===== config.mk =====
export PLATFORM = sky130hd
export DESIGN_NAME = fir_frame_controller
export DESIGN_NICKNAME = d
export VERILOG_FILES = /design/src/rtl/fir_frame_controller.sv
export SDC_FILE = /design/constraint.sdc
export NUM_CORES = 1
export LEC_CHECK = 0
export CORE_MARGIN = 5
export CORE_UTILIZATION = 50
export CTS_CLUSTER_SIZE = 16
export DETAILED_ROUTE_END_ITERATION = 7
export PLACE_DENSITY = 0.74
export SYNTH_ARGS = -nofsm -noshare
export SYNTH_HDL_FRONTEND = slang
export SYNTH_SLANG_ARGS = --single-unit

===== constraint.sdc =====
create_clock -name clk -period 3.2 [get_ports clk]
set_input_delay 0.64 -clock clk [delete_from_list [all_inputs] [get_ports clk]]
set_output_delay 0.64 -clock clk [all_outputs]
set_load 0.005 [all_outputs]

===== src/rtl/fir_frame_controller.sv =====
// Address/flag sequencer for the two-pass separable FIR denoiser (raster H pass, column-major V pass).
// Optional stall counter port stall_cnt is enabled by defining FIR_CTRL_PERF_CNT_EN.
module fir_frame_controller #(
    parameter int IMAGE_WIDTH  = 110,
    parameter int IMAGE_HEIGHT = 103,
    parameter int ADDR_WIDTH   = 14,
    parameter int FILTER_LAT   = 4
) (
    input  logic                  clk,
    input  logic                  reset,
    input  logic                  start,
    input  logic                  abort,
    input  logic                  ready_in,
    output logic [ADDR_WIDTH-1:0] rd_addr,
    output logic                  rd_en,
    output logic                  line_start,
    output logic                  line_end,
    output logic                  pass_sel,
    output logic [ADDR_WIDTH-1:0] wr_addr,
    output logic                  wr_en,
    output logic                  busy,
    output logic                  done
`ifdef FIR_CTRL_PERF_CNT_EN
    ,
    output logic [15:0]           stall_cnt
`endif
);

    localparam int COL_W = (IMAGE_WIDTH > 1) ? $clog2(IMAGE_WIDTH) : 1;
    localparam int ROW_W = (IMAGE_HEIGHT > 1) ? $clog2(IMAGE_HEIGHT) : 1;
    localparam logic [COL_W-1:0] COL_LAST   = COL_W'(IMAGE_WIDTH - 1);
    localparam logic [ROW_W-1:0] ROW_LAST   = ROW_W'(IMAGE_HEIGHT - 1);
    localparam logic [3:0]       DRAIN_LAST = 4'(FILTER_LAT - 1);

    localparam logic [2:0] S_IDLE    = 3'd0;
    localparam logic [2:0] S_H_PASS  = 3'd1;
    localparam logic [2:0] S_H_DRAIN = 3'd2;
    localparam logic [2:0] S_V_PASS  = 3'd3;
    localparam logic [2:0] S_V_DRAIN = 3'd4;
    localparam logic [2:0] S_DONE    = 3'd5;

    logic [2:0]            state_q, state_d;
    logic [COL_W-1:0]      col_q, col_d;
    logic [ROW_W-1:0]      row_q, row_d;
    logic [ADDR_WIDTH-1:0] addr_q, addr_d;
    logic [3:0]            drain_q, drain_d;

    logic [FILTER_LAT-1:0] wr_en_pipe_q;
    logic [ADDR_WIDTH-1:0] wr_addr_pipe_q [FILTER_LAT];

    logic in_h, in_v, reading, abort_hit;

    assign in_h      = (state_q == S_H_PASS);
    assign in_v      = (state_q == S_V_PASS);
    assign reading   = (in_h || in_v) && ready_in;
    assign abort_hit = abort && (state_q != S_IDLE);

    assign rd_en      = reading;
    assign rd_addr    = addr_q;
    assign line_start = reading && (in_h ? (col_q == '0) : (row_q == '0));
    assign line_end   = reading && (in_h ? (col_q == COL_LAST) : (row_q == ROW_LAST));
    assign pass_sel   = (state_q == S_V_PASS) || (state_q == S_V_DRAIN) || (state_q == S_DONE);
    assign busy       = (state_q != S_IDLE) && (state_q != S_DONE);
    assign done       = (state_q == S_DONE);
    assign wr_en      = wr_en_pipe_q[FILTER_LAT-1];
    assign wr_addr    = wr_addr_pipe_q[FILTER_LAT-1];

    always_comb begin
        // NOTE: every always_comb output gets a default first so no path can infer a latch.
        state_d = state_q;
        col_d   = col_q;
        row_d   = row_q;
        addr_d  = addr_q;
        drain_d = drain_q;

        if (abort_hit) begin
            state_d = S_IDLE;
            col_d   = '0;
            row_d   = '0;
            addr_d  = '0;
            drain_d = '0;
        end else begin
            case (state_q)
                S_IDLE: begin
                    if (start) begin
                        state_d = S_H_PASS;
                        col_d   = '0;
                        row_d   = '0;
                        addr_d  = '0;
                    end
                end
                S_H_PASS: begin
                    if (ready_in) begin
                        addr_d = addr_q + ADDR_WIDTH'(1);
                        if (col_q == COL_LAST) begin
                            col_d = '0;
                            if (row_q == ROW_LAST) begin
                                row_d   = '0;
                                addr_d  = '0;
                                drain_d = '0;
                                state_d = S_H_DRAIN;
                            end else begin
                                row_d = row_q + ROW_W'(1);
                            end
                        end else begin
                            col_d = col_q + COL_W'(1);
                        end
                    end
                end
                S_H_DRAIN: begin
                    drain_d = drain_q + 4'd1;
                    if (drain_q == DRAIN_LAST) begin
                        drain_d = '0;
                        state_d = S_V_PASS;
                    end
                end
                S_V_PASS: begin
                    if (ready_in) begin
                        if (row_q == ROW_LAST) begin
                            row_d = '0;
                            if (col_q == COL_LAST) begin
                                col_d   = '0;
                                addr_d  = '0;
                                drain_d = '0;
                                state_d = S_V_DRAIN;
                            end else begin
                                // Column wrap: the next column's top pixel address equals its index.
                                col_d  = col_q + COL_W'(1);
                                addr_d = ADDR_WIDTH'(col_q) + ADDR_WIDTH'(1);
                            end
                        end else begin
                            row_d  = row_q + ROW_W'(1);
                            addr_d = addr_q + ADDR_WIDTH'(IMAGE_WIDTH);
                        end
                    end
                end
                S_V_DRAIN: begin
                    drain_d = drain_q + 4'd1;
                    if (drain_q == DRAIN_LAST) begin
                        drain_d = '0;
                        state_d = S_DONE;
                    end
                end
                S_DONE:  state_d = S_IDLE;
                default: state_d = S_IDLE;
            endcase
        end
    end

    always_ff @(posedge clk or negedge reset) begin
        // NOTE: sequential state uses non-blocking assignments so all registers update together.
        if (!reset) begin
            state_q <= S_IDLE;
            col_q   <= '0;
            row_q   <= '0;
            addr_q  <= '0;
            drain_q <= '0;
        end else begin
            state_q <= state_d;
            col_q   <= col_d;
            row_q   <= row_d;
            addr_q  <= addr_d;
            drain_q <= drain_d;
        end
    end

    always_ff @(posedge clk or negedge reset) begin
        // NOTE: the delay line is reset explicitly; stale entries would otherwise emit spurious writes.
        if (!reset) begin
            for (int i = 0; i < FILTER_LAT; i++) begin
                wr_en_pipe_q[i]   <= 1'b0;
                wr_addr_pipe_q[i] <= '0;
            end
        end else if (abort_hit) begin
            for (int i = 0; i < FILTER_LAT; i++) begin
                wr_en_pipe_q[i]   <= 1'b0;
                wr_addr_pipe_q[i] <= '0;
            end
        end else begin
            wr_en_pipe_q[0]   <= rd_en;
            wr_addr_pipe_q[0] <= addr_q;
            for (int i = 1; i < FILTER_LAT; i++) begin
                wr_en_pipe_q[i]   <= wr_en_pipe_q[i-1];
                wr_addr_pipe_q[i] <= wr_addr_pipe_q[i-1];
            end
        end
    end

`ifdef FIR_CTRL_PERF_CNT_EN
    logic [15:0] stall_q;

    always_ff @(posedge clk or negedge reset) begin
        if (!reset) begin
            stall_q <= '0;
        end else if ((state_q == S_IDLE) && start && !abort) begin
            stall_q <= '0;
        end else if ((in_h || in_v) && !ready_in && (stall_q != 16'hFFFF)) begin
            stall_q <= stall_q + 16'd1;
        end
    end

    assign stall_cnt = stall_q;
`endif

endmodule


### Word-level counts from Yosys, hierarchy flattened

Index checks and enable logic that the tools add are counted.

| word-level totals | value |
|---|---|
| register bits | 95 |
| output and inout port bits | 35 |
| logic and storage cells | 100 |
| input bits | 5 |

| cells by class | value |
|---|---|
| muxes and demuxes | 46 |
| reductions and logical operators | 20 |
| equality and inequality tests | 18 |
| add/subtract/negate cells | 6 |

Operators with widths:

| kind | count |
|---|---|
| 14-bit 2-to-1 mux | 7 |
| 7-bit 2-to-1 mux | 11 |
| 56-bit 2-to-1 mux | 1 |
| 14-bit case mux with 3 select lines | 1 |
| 7-bit case mux with 3 select lines | 2 |
| 4-bit 2-to-1 mux | 9 |
| 3-bit 2-to-1 mux | 10 |
| 3-bit case mux with 5 select lines | 1 |
| 14-bit by 1-bit adder with 14-bit output (second input constant) | 1 |
| 14-bit by 7-bit adder with 14-bit output (second input constant) | 1 |
| 7-bit by 1-bit adder with 7-bit output (second input constant) | 2 |
| 7-bit == test (second input constant) | 2 |
| 7-bit zero test | 2 |
| 3-bit by 1-bit != test with 1-bit output (second input constant) | 4 |
| 4-bit case mux with 3 select lines | 1 |
| 5-bit AND reduction | 2 |
| 3-bit by 2-bit != test with 1-bit output (second input constant) | 3 |
| 3-bit != test (second input constant) | 3 |
| 9-bit AND reduction | 1 |
| 7-bit by 1-bit adder with 8-bit output (second input constant) | 1 |
| 8-bit 2-to-1 mux | 1 |
| 4-bit nonzero test | 2 |
| 7-bit AND reduction | 1 |
| 3-bit by 2-bit == test with 1-bit output (second input constant) | 2 |
| other kinds (11) | 19 |

### Logic depth before layout (Yosys ltp)

Gate-level depths: netlist (run 1).

| depth | value |
|---|---|
| word-level depth | 6 |
| mapped depth | 8 |
| depth with buffers taken out | 7 |

### Worst setup path before layout (run 1)

Ideal clock, no wire load.

| timing | value |
|---|---|
| path kind | register -> output |
| from | register row_q[0] |
| to | output port line_end |
| data arrival time | 1,620 ps |
| data required time | 2,560 ps |
| stages on the path, launching flop included | 8 |
| path slack | 940 ps |
| path buffers | 1 |
| cell sequence | dfrtp_1 > inv_1 > ha_1 > nand4_1 > nor2_1 > clkbuf_1 > nand2_1 > a21oi_1 |

| on the way | value |
|---|---|
| longest elaborated chain between the ends | 3 |

RTL lines:

| element | RTL line | text |
|---|---|---|
| start: declaration | 44 | `logic [ROW_W-1:0] row_q, row_d;` |
| start signal: assignment | 161 | `row_q <= row_d;` |
| 7-bit == test | 61 | `assign line_end = reading && (in_h ? (col_q == COL_LAST) : (row_q == ROW_LAST));` |
| 1-bit 2-to-1 mux | 61 |  |
| 1-bit logical AND | 61 |  |
| end: declaration | 17 | `output logic line_end,` |

No other way between the ends.

### Worst setup path after layout (run 1)

| timing | value |
|---|---|
| from | register col_q[1] |
| to | output port line_end |

| on the way | value |
|---|---|
| longest elaborated chain between the ends | 3 |

RTL lines:

| element | RTL line | text |
|---|---|---|
| start: declaration | 43 | `logic [COL_W-1:0] col_q, col_d;` |
| start signal: assignment | 160 | `col_q <= col_d;` |
| 7-bit == test | 61 |  |
| 1-bit 2-to-1 mux | 61 |  |
| 1-bit logical AND | 61 |  |

No other way between the ends.

==> results of run 1 <==
==> worst max-delay path by stage <==
stage            endpoint  cells after the start
4_1_cts        line_start                      7
3_3_place_gp     line_end                      4
5_1_grt          line_end                      7
2_1_floorplan    line_end                      7
6_report         line_end                      7
3_5_place_dp     line_end                      4
==> timing repair <==
action / CTS / global route
pin swaps: 0 / 1
gates cloned: 0 / 0
hold buffers: 0 / 0
gates resized for setup: 2 / 4
setup endpoints to repair: 1 / 2
buffers inserted: 0 / 2
==> layout make-up <==
class / instances / share of cell area (%)
clock inverters: 7 / 1.37
multi-input cells: 310 / 38.8
clock buffers: 9 / 2.34
flip-flops and latches: 95 / 44.9
inverters: 10 / 0.708
repair buffers: 51 / 9.30
well taps: 111 / 2.62
==> state kept, by name, indices dropped and copies added, names as in the netlist <==
signal,flops
drain_q,4
rd_addr,14
state_q,3
wr_addr,14
col_q,7
wr_addr_pipe_q,42
row_q,7
wr_en_pipe_q,4
==> report_power, final <==
part	internal, mW	switching, mW	total, mW
Clock	0.308	0.470	0.779
Sequential	1.29	0.132	1.42
Combinational	0.382	0.502	0.884
Total	1.98	1.10	3.08
==> metrics by stage <==
stage,setup WS [ps],hold slack [ps],std cells,utilization [%],instance area [um^2]
after floorplan,940,344,456,-,4680
after global placement,402,429,575,55.1,5060
after detailed placement,376,432,575,55.1,5060
after CTS,25.7,278,591,57.3,5270
after global routing,13.3,301,593,57.6,5300
final,195,258,593,57.6,5300
==> cells in the mapped netlist (3+ instances only) <==
library cell               instances
sky130_fd_sc_hd__dfrtp_1          95
sky130_fd_sc_hd__nand2_1          25
sky130_fd_sc_hd__nor2b_1           6
sky130_fd_sc_hd__and3_1            4
sky130_fd_sc_hd__a22o_2            4
sky130_fd_sc_hd__o311ai_0          3
sky130_fd_sc_hd__a21oi_1          18
sky130_fd_sc_hd__o21ai_0          16
sky130_fd_sc_hd__o31ai_1           4
sky130_fd_sc_hd__nor3b_1           4
sky130_fd_sc_hd__nand3_1          16
sky130_fd_sc_hd__o21bai_1          3
sky130_fd_sc_hd__xor2_1            6
sky130_fd_sc_hd__nor2_1           26
sky130_fd_sc_hd__nor3_1            7
sky130_fd_sc_hd__buf_4            17
sky130_fd_sc_hd__clkbuf_1         19
sky130_fd_sc_hd__nor4_1            5
sky130_fd_sc_hd__or2_2             3
sky130_fd_sc_hd__and2_1           57
sky130_fd_sc_hd__a31oi_1           7
sky130_fd_sc_hd__or4_1             3
sky130_fd_sc_hd__nand4_1           4
sky130_fd_sc_hd__nand2b_1         14
sky130_fd_sc_hd__ha_1             10
sky130_fd_sc_hd__a211oi_1          4
sky130_fd_sc_hd__a221o_1           4
sky130_fd_sc_hd__o221ai_1          5
sky130_fd_sc_hd__xnor2_1           6
sky130_fd_sc_hd__inv_1            10
sky130_fd_sc_hd__a22o_1            4
==> per-layer routing <==
layer  GRT usage [%]  vias to the layer above
met3            3.01                       19
met5               0                        -
li1                -                     1635
met2            28.6                      106
met4            7.85                        0
met1            22.5                     1631
==> cell families (layout without fill, tap and decap cells) <==
logic type,after synthesis,count (layout),synth area share [%]
mux,2,2,0.455
xor+xnor,12,12,2.25
simple gates,191,191,23.3
buf+inv,51,77,5.67
compound gates,95,95,14.8
flops,95,95,50.8
fa+ha+maj,10,10,2.67
==> worst max-delay path, delay by kind of cell (launching register included) <==
kind,cells,cell delay (ps)
buffers and inverters,2,620
and+or+nand+nor,3,610
adders and majority gates,1,180
AOI/OAI and AO/OA,1,150
DFF,1,420
==> impl_summary.md, run 1 <==
Status
The flow ran to the end, and the final reports show no timing, DRC or antenna violations.

Worst setup path
The endpoint kind of the worst setup timing path is an output port. The number of cells on the worst reg-to-reg path is 5. The most critical setup path has its startpoint at col_q[1].

STA classifies the critical path startpoint as a flip-flop. The worst reg2reg path startpoint is state_q[1]. The largest driver fanout on the critical path is 7. For the worst setup path, the data required time is 2560 ps. The critical path goes through inv_1, ha_1, nand3b_1, nor2_2, nand2_1, a21oi_1, clkdlybuf4s50_1. The register-to-register setup slack is 720 ps. The critical register-to-register path endpoint is rd_addr[3]. In this design, the stage delay of the slowest critical-path cell is 530 ps. The critical path data arrival time is 2370 ps. The critical path start-end classification is reg2out. Among all stages on the critical path, the largest delay is contributed by sky130_fd_sc_hd__clkdlybuf4s50_1.

Global route
Global routing finished with a remaining overflow of 0. The initial antenna violation count was 0. The number of global-route vias before repair is 3210.

The maximum number of pins on one net before global-route repair is 57. Global routing used 17.4% of the available tracks. The global-route wire length before repair is 15.8 mm.

Layout
Summing all flip-flop and latch instances after layout gives 2380 um^2. The relative area change from synthesis to final layout is 13.3%. The repair_antennas step left the layout with diodes totalling 0. Leaving out fill and tap cells, the most frequent cells in the layout are sky130_fd_sc_hd__dfrtp_1 (94), sky130_fd_sc_hd__and2_1 (57), sky130_fd_sc_hd__clkdlybuf4s50_1 (37). The final layout net count is 492. The combined area of the multi-input logic cells is 2060 um^2. The fraction of layout cells with a size suffix above 1 is 10.2%. The total of fill cells in the finished design is 784. The library cell used most frequently in the layout, excluding fill and tap cells, is sky130_fd_sc_hd__dfrtp_1.

Yosys
After synthesis the cells add up to 4680 um^2. The synthesized design spends more area on one cell type than any other, namely sky130_fd_sc_hd__dfrtp_1. In this run the mean area of a mapped cell was 10.3 um^2.

The primary flip-flop cell chosen by synthesis mapping is sky130_fd_sc_hd__dfrtp_1. The synthesized net count is 471. In this run, synthesis produced a sequential element count of 95. By area the synthesized netlist is led by sky130_fd_sc_hd__dfrtp_1 (51%), sky130_fd_sc_hd__and2_1 (7.6%), sky130_fd_sc_hd__buf_4 (2.7%). In this run, synthesis inferred 0 flip-flops with an integrated enable. The share of Yosys cell area claimed by the top area cell type is 50.8%. The yosys synthesis warning count is 0. The part of the Yosys area used for sequential elements is 50.8%. For this run, asynchronously set or reset flops after synthesis account for 100%. The netlist uses 66 different library cells. After technology mapping, the gate count stands at 456.

Placement
The global placement routability congestion is 0.863. The count of buffers inserted at the top-level ports is 39. The placed wire-length estimate is 6.38 mm.

Clock network
The longest clock path from root to sink contains 2 buffers. The clock net in this run drives a total of 95 sinks. In this run the clock root is driven by a sky130_fd_sc_hd__clkbuf_8. The TritonCTS clock tree is done. The H-tree generated during clock tree synthesis spans 3 levels. The clock transition at the register clock pins on the worst setup and hold paths after CTS is 110 ps. The number of buffers inserted during clock tree synthesis is 9. Clock latency on the worst-skew pair, taken at its later pin, is 370 ps.

Route
For this block, wires on met1 add up to 4.10 mm. The iteration-0 DRC count of the detailed router is 269. The average wire per standard cell is 15.9 um. For this block, the routed nets add up to 9.44 mm of wire. The detailed router used layers up to and including met4. For this run, design rule violations remaining after detail routing come to 0.

The remaining number of nets flagged by the antenna check after routing is 0. Before antenna repair, the detailed router went through 4 iterations. The total length of routed met2 wires is 4.62 mm.

The routed layout has 3391 vias. The via density per instance is 5.72. The met3 wirelength from detailed routing is 486 um.

STA
The actual transition at the worst max-transition pin is 715 ps. The final count of hold timing violations is 0. The number of max-slew violations in the final report is 0.

Based on the critical path, the design can be clocked at up to 0.333 GHz. The clock arrives with 13.6 ps of skew. The headroom to the max-slew limit is 52.1%. The smallest clock period supported by the final layout is computed as 3010 ps. The number of setup violations in the final report is 0. Setup repair after global routing left no endpoint under its margin. The final cycle utilization of the critical path is 93.9%. The setup TNS is 0 ps.

Hold path
The tightest min-delay check is of the in2async type.

Run
Across the run, the number of max-cap violations was 0.

Pwr
The analysis attributes to cell leakage a power of 2.39 nW. The overall power of the completed layout is 3.08 mW. The power density over cell area is 582 nW/um^2. The highest ir drop seen on vdd is 0.000263 V.

Die
The floorplan die width is 107 um. In this run the vertical extent of the chip is 107 um. 40 I/O pins were placed. The die covers 11400 um^2.

The placeable core area is 9200 um^2. The initialized floorplan defines 35 standard-cell rows. The initial utilization of the core area, before any placement, comes to 50.9%.
No activity file was read; power rests on OpenSTA's default activity.
==> run 2, diff against run 1 <==
Settings changed: HOLD_SLACK_MARGIN from default to 0.02, SLEW_MARGIN from default to 20.
Clock period 3.2 ns to 3.85 ns, I/O delays scaled along.
==> run 2 against run 1 <==
Compared with the run above: via count rose by 0.88%; wire length rose by 0.43%; critical path depth did not move; worst setup slack improved by 350 ps; total power fell by 17%; combinational power fell by 21%; hold slack improved by 140 ps; clock skew rose by 0.56 ps; design area fell by 1.3%; global-route usage fell by 0.050 points.
==> impl_summary.md, run 2 (synthesis gave the netlist of run 1 again) <==
Layout
Leaving out fill and tap cells, the most frequent cell in the layout is sky130_fd_sc_hd__dfrtp_1. The number of cells in the finished layout apart from fillers is 587. The layout has 785 filler cells. The multi-input combinational cells in the finished layout cover a total of 2040 um^2. The final antenna diode count is 0. Across the whole layout, storage elements account for 2380 um^2.

In the layout the commonest cells are sky130_fd_sc_hd__dfrtp_1 (95), sky130_fd_sc_hd__and2_1 (57), sky130_fd_sc_hd__clkdlybuf4s50_1 (38). The relative area change from synthesis to final layout is 11.8%. The register ranked first by flip-flop count is wr_addr_pipe_q. The fraction of layout cells with a size suffix above 1 is 8.40%.

For this run, the post-layout net count is 486. The number of flip-flops in the largest register is 42.

Pwr
Sequential cells account for 46.2% of the total power. The internal portion of the total power is 1.62 mW. The analysis attributes to cell leakage a power of 2.35 nW.

The share of power burned in combinational logic is 27.5%. The worst-case IR drop observed on VDD is 0.000305 V. The share of total power dissipated in the clock network is 26.2%. In this run switching power makes up 36.6% of total power. The net switching component of the power is 931 uW. For this design the ratio of total power to cell area is 487 nW/um^2.

STA
The worst-case setup margin in the final layout is 542 ps. The highest attainable clock frequency is 0.302 GHz. The number of max-slew violations in the final report is 0.

The headroom to the max-slew limit is 55.4%. In the final timing run, aggregate negative setup slack is 0 ps. The final count of hold timing violations is 0.

The post-layout minimum cycle time is 3310 ps. The worst-case clock skew is 14.1 ps. Setup violations remaining at the end of the flow were counted as 0. The actual transition at the worst max-transition pin is 665 ps. The final cycle utilization of the critical path is 85.9%.

Setup repair after global routing left no endpoint under its margin.

Placement
At the end of routability-driven placement, the weighted congestion stood at 0.835. The post-placement cell count is 571. The placed wire-length estimate is 6.43 mm. Timing analysis after detailed placement gives a worst setup slack of 751 ps. The count of buffers inserted at the top-level ports is 39.

Clock network
The H-tree was split into 3 levels. The clock root buffer is sky130_fd_sc_hd__clkbuf_8. The clock transition at the register clock pins on the worst setup and hold paths after CTS is 110 ps. The hold buffer count at CTS is 0. Counting along the longest clock path gives a buffer depth of 2.

The number of buffers inserted during clock tree synthesis is 9. After clock tree synthesis, the repair step resized 0 gates. The TritonCTS clock tree is done. The number of sinks driven by the clock tree is 95. The count of buffers added by post-CTS timing repair for setup is 0. The later pin in the worst-skew pair is clocked with a latency of 370 ps.

Route
The first detailed-routing pass took 5 iterations. For this run, design rule violations remaining after detail routing come to 0. The iteration-0 DRC count of the detailed router is 275.

Dividing the detail-routed wire length by the instance count gives 16.1 um. The vias after detailed routing is 3421. The remaining number of nets flagged by the antenna check after routing is 0.

The routed design has 9.48 mm of wire. The via density per instance is 5.83.

Global route
Entering global routing, the biggest net connects 57 pins. The initial antenna violation count is 0. The global-route wire length before repair is 15.8 mm. The number of global-route vias before repair is 3203. The total routing usage reported by global routing is 17.3%. The total congestion overflow after global routing is 0.

Worst setup path
The largest individual stage delay along the critical path comes from the cell sky130_fd_sc_hd__or4b_2. Of all nets on the critical path, the largest fanout is 7. The endpoint kind of the worst setup timing path is an output port. STA puts the critical path data arrival time at 2540 ps.

Walking the worst path, the cells encountered are inv_1, ha_1, or4b_2, nor4_1, a21oi_1, nor2_1, clkdlybuf4s50_1. The required time of the critical path is 3080 ps. The critical path start-end classification is reg2out.

The critical path startpoint category is a flip-flop. The delay of the slowest critical-path stage is 570 ps.

Run
Max-cap violations in this run came to 0.

Die
The placeable core area is 9200 um^2. The floorplan die width is 107 um. The starting density of the core is 50.9%. The die covers 11400 um^2. The number of ports placed on the die boundary is 40. The die height is 107 um.

The initialized floorplan defines 35 standard-cell rows.

Status
The run finished with clean final reports.

Hold path
In this run the worst hold path is classified as in2async.
run 2: worst paths after layout:
| path | slack [ps] | startpoint | to | cells past startpoint |
|---|---|---|---|---|
| worst max-delay path | 540 | col_q[0] | line_start | 7 |
| worst min-delay path | 400 | reset | wr_addr[0] | 1 |
| worst max register to register | 1400 | state_q[1] | col_q[1] | 6 |
| worst min register to register | 450 | wr_addr_pipe_q[44] | wr_addr_pipe_q[30] | 1 |
| max in group asynchronous | 2710 | reset | col_q[4] | 2 |
| min in group clk | 450 | wr_addr_pipe_q[44] | wr_addr_pipe_q[30] | 1 |
run 2: area by class of cell:
cell class              instances  area share, %
flip-flops and latches         95           45.4
inverters                      10          0.717
well taps                     111           2.65
clock buffers                   9           2.37
clock inverters                 7           1.65
multi-input cells             310           38.9
repair buffers                 45           8.27
run 2: worst max-delay path: cells and delay by family (launching register included):
kind	cells	cell delay, ps
flops	1	470
buf+inv	2	620
simple gates	3	880
fa+ha+maj	1	130
compound gates	1	70
run 2: stage by stage:
step           instance area (um^2)  total power [mW]  util, %  hold WS, ps
4_1_cts                        5230              2.56     56.9          412
5_1_grt                        5230              2.70     56.9          442
3_3_place_gp                   5020              1.86     54.6          430
2_1_floorplan                  4680              1.67        -          428
6_report                       5230              2.55     56.9          401
3_5_place_dp                   5020              1.89     54.6          432
run 2: layer usage:
metal	up-vias	part of all wire (%)	track usage, %
met2	112	48	28.4
met1	1667	44	22.8
met3	23	5.2	3.67
met4	0	2.4	6.12
li1	1619	-	-
met5	-	0	0
run 2: power by group through the flow:
stage / Clock (mW) / Combinational (mW) / Sequential, mW
6_report: 0.668 / 0.701 / 1.18
5_1_grt: 0.725 / 0.780 / 1.19
4_1_cts: 0.681 / 0.702 / 1.17
3_5_place_dp: 0 / 0.700 / 1.19
3_3_place_gp: 0 / 0.679 / 1.19
2_1_floorplan: 0 / 0.531 / 1.14
==> run 3, diff against run 2 <==
Settings changed: MAX_ROUTING_LAYER from default to met4, SKIP_CTS_REPAIR_TIMING from default to 1.
==> run 3 against run 2 <==
Compared with the run above: first-iteration DRC count up 15%; utilization shrank 0.20 points; worst setup slack lost 44 ps; non-clock buffer count unchanged; critical path depth stayed put; combinational power about the same; clock power decreased by 6.6%; sequential power is essentially flat; flip-flop and latch count unchanged; design area down 0.36%.
==> impl_summary.md, run 3 (synthesis gave the netlist of run 1 again) <==
Layout
The most frequent standard cell in the layout excluding fill and tap cells is sky130_fd_sc_hd__dfrtp_1. For this run, the share of the core covered by cells in the final layout is 56.7%. The net count of the finished layout is 486. The register ranked first by flip-flop count is wr_addr_pipe_q. The final antenna diode count is 0.

The top cell types in the final layout, fill and taps aside, are sky130_fd_sc_hd__dfrtp_1 (95), sky130_fd_sc_hd__and2_1 (57), sky130_fd_sc_hd__clkdlybuf4s50_1 (38). Compared with the post-synthesis result, the final layout area differs by 11.4%. The register with the most flip-flops in the layout has 42 of them. Counting the fill cells in the layout gives 785. The fraction of layout cells with a size suffix above 1 is 8.40%.

Worst setup path
Among all stages on the critical path, the largest delay is contributed by sky130_fd_sc_hd__or4b_2. The critical path start-end classification is reg2out. The required time of the critical path is 3080 ps.

At the worst endpoint, the arrival time is 2580 ps. The register-to-register setup slack is 1400 ps. The critical path startpoint category is a flip-flop.

The endpoint identified for the worst register-to-register timing path is rd_addr[12]. In this design, the largest share of critical-path delay is due to simple AND/OR/NAND/NOR gates. The largest driver fanout on the critical path is 7. The delay of the slowest critical-path stage is 570 ps. The number of buffers and inverters on the critical path is 2. For the worst flop-to-flop path, the logic depth is 6. The critical path goes through inv_1, ha_1, or4b_2, nor4_1, a21oi_1, nor2_1, clkdlybuf4s50_1. The endpoint kind of the worst setup timing path is an output port. The worst reg2reg path startpoint is state_q[1].

STA
The worst-case clock skew is 10.8 ps. The worst path uses 87.1% of the clock period. The highest attainable clock frequency is 0.298 GHz. In the final timing run, aggregate negative setup slack is 0 ps. Setup repair after global routing left no endpoint under its margin. The final count of hold timing violations came to 0. The post-layout minimum cycle time is 3350 ps. The actual transition at the worst max-transition pin is 711 ps. The headroom to the max-slew limit is 52.2%. Setup violations remaining at the end of the flow were counted as 0. The number of max-slew violations in the final report is 0.

Global route
The global-route wire length before repair is 16.2 mm. The number of global-route vias before repair is 3294. The maximum number of pins on one net before global-route repair is 83.

The total routing usage reported by global routing is 18.1%. The initial antenna violation count was 0. The total congestion overflow after global routing is 0.

Pwr
The power density over cell area is 479 nW/um^2. IR analysis of the VDD net gives a maximum drop of 0.000286 V. In this run the static leakage power is 2.33 nW.

Die
The placeable core area is 9200 um^2. The area of the die is 11400 um^2. Measured along the y axis, the die boundary spans 107 um. 40 I/O pins were placed. Measured along the x axis, the die boundary spans 107 um. The placement row count is 35. The initial utilization of the core area, before any placement, comes to 50.9%.

Route
The iteration-0 DRC count of the detailed router is 317. The first detailed-routing pass took 5 iterations. Across all layers, the routed design uses 3363 vias. Once detail routing completed, the nets flagged for antenna violations numbered 0. The average wire per standard cell is 16.0 um.

The via density per instance is 5.73. Summed over all layers, the routed wires come to 9.39 mm. The DRC violation count after routing is 0.

Clock network
The total number of H-tree levels is 3. The number of sinks driven by the clock tree is 95. The number of buffers inserted during clock tree synthesis is 9. The maximum count of clock buffers along a single path is 2. TritonCTS built the clock tree. The worst-skew pair later-pin latency is 360 ps. The clock transition at the register clock pins on the worst setup and hold paths after CTS is 100 ps. The clock root buffer is sky130_fd_sc_hd__clkbuf_8.

Hold path
The min-delay analysis places its worst path in the category in2async.

Placement
The HPWL after detailed placement is 6.35 mm. At the end of routability-driven placement, the weighted congestion stood at 0.850. The count of buffers inserted at the top-level ports is 39.

Run
The max-capacitance violation count is 0.

Status
The flow ran to the end, and the final reports show no timing, DRC or antenna violations.
-- run 3: cell count changes in the layout (fill, tap and decap cells not counted) --
cell	before	now
sky130_fd_sc_hd__buf_4	7	6
sky130_fd_sc_hd__buf_6	0	1
sky130_fd_sc_hd__clkinv_4	1	2
sky130_fd_sc_hd__clkinv_8	3	0
sky130_fd_sc_hd__clkinvlp_4	0	2
sky130_fd_sc_hd__inv_6	2	1
sky130_fd_sc_hd__inv_8	1	2
-- run 3: how the worst max path moves through the flow --
| stage | start | endpoint | cells after the start |
|---|---|---|---|
| 6_report | col_q[0] | line_start | 7 |
| 5_1_grt | col_q[0] | line_start | 7 |
| 4_1_cts | col_q[0] | line_start | 7 |
| 3_5_place_dp | ready_in | line_end | 4 |
| 3_3_place_gp | ready_in | line_end | 4 |
| 2_1_floorplan | row_q[0] | line_end | 7 |
-- run 3: cell type report --
class                      instances  area [um^2]  share of cell area [%]
sequential                        95         2380                    45.6
multi-input combinational        310         2040                    39.0
timing repair buffer              45          437                    8.38
tap                              111          139                    2.66
clock buffer                       9          124                    2.38
clock inverter                     7         63.8                    1.22
inverter                          10         37.5                   0.720
-- run 3: layer usage --
layer	wire, um	global-route usage [%]
met3	413	3.73
met2	4590	28.3
met4	150	6.30
met1	4240	23.8
met5	0	-
-- run 3: where the power goes --
group	total [mW]	internal, mW	leakage, nW	switching, mW
combinational	0.699	0.283	0.923	0.416
clock	0.624	0.248	0.0899	0.376
sequential	1.17	1.07	1.32	0.102
total	2.50	1.60	2.33	0.894
-- run 3: metrics by stage --
stage | hold WS, ps | instance area, um^2 | worst slack [ps] | power [mW] | cells
after floorplan | 428 | 4680 | 1460 | 1.67 | 456
after global placement | 430 | 5020 | 783 | 1.87 | 571
after detailed placement | 432 | 5020 | 753 | 1.89 | 571
after CTS | 451 | 5210 | 452 | 2.52 | 587
after global routing | 466 | 5210 | 332 | 2.66 | 587
final | 434 | 5210 | 498 | 2.50 | 587
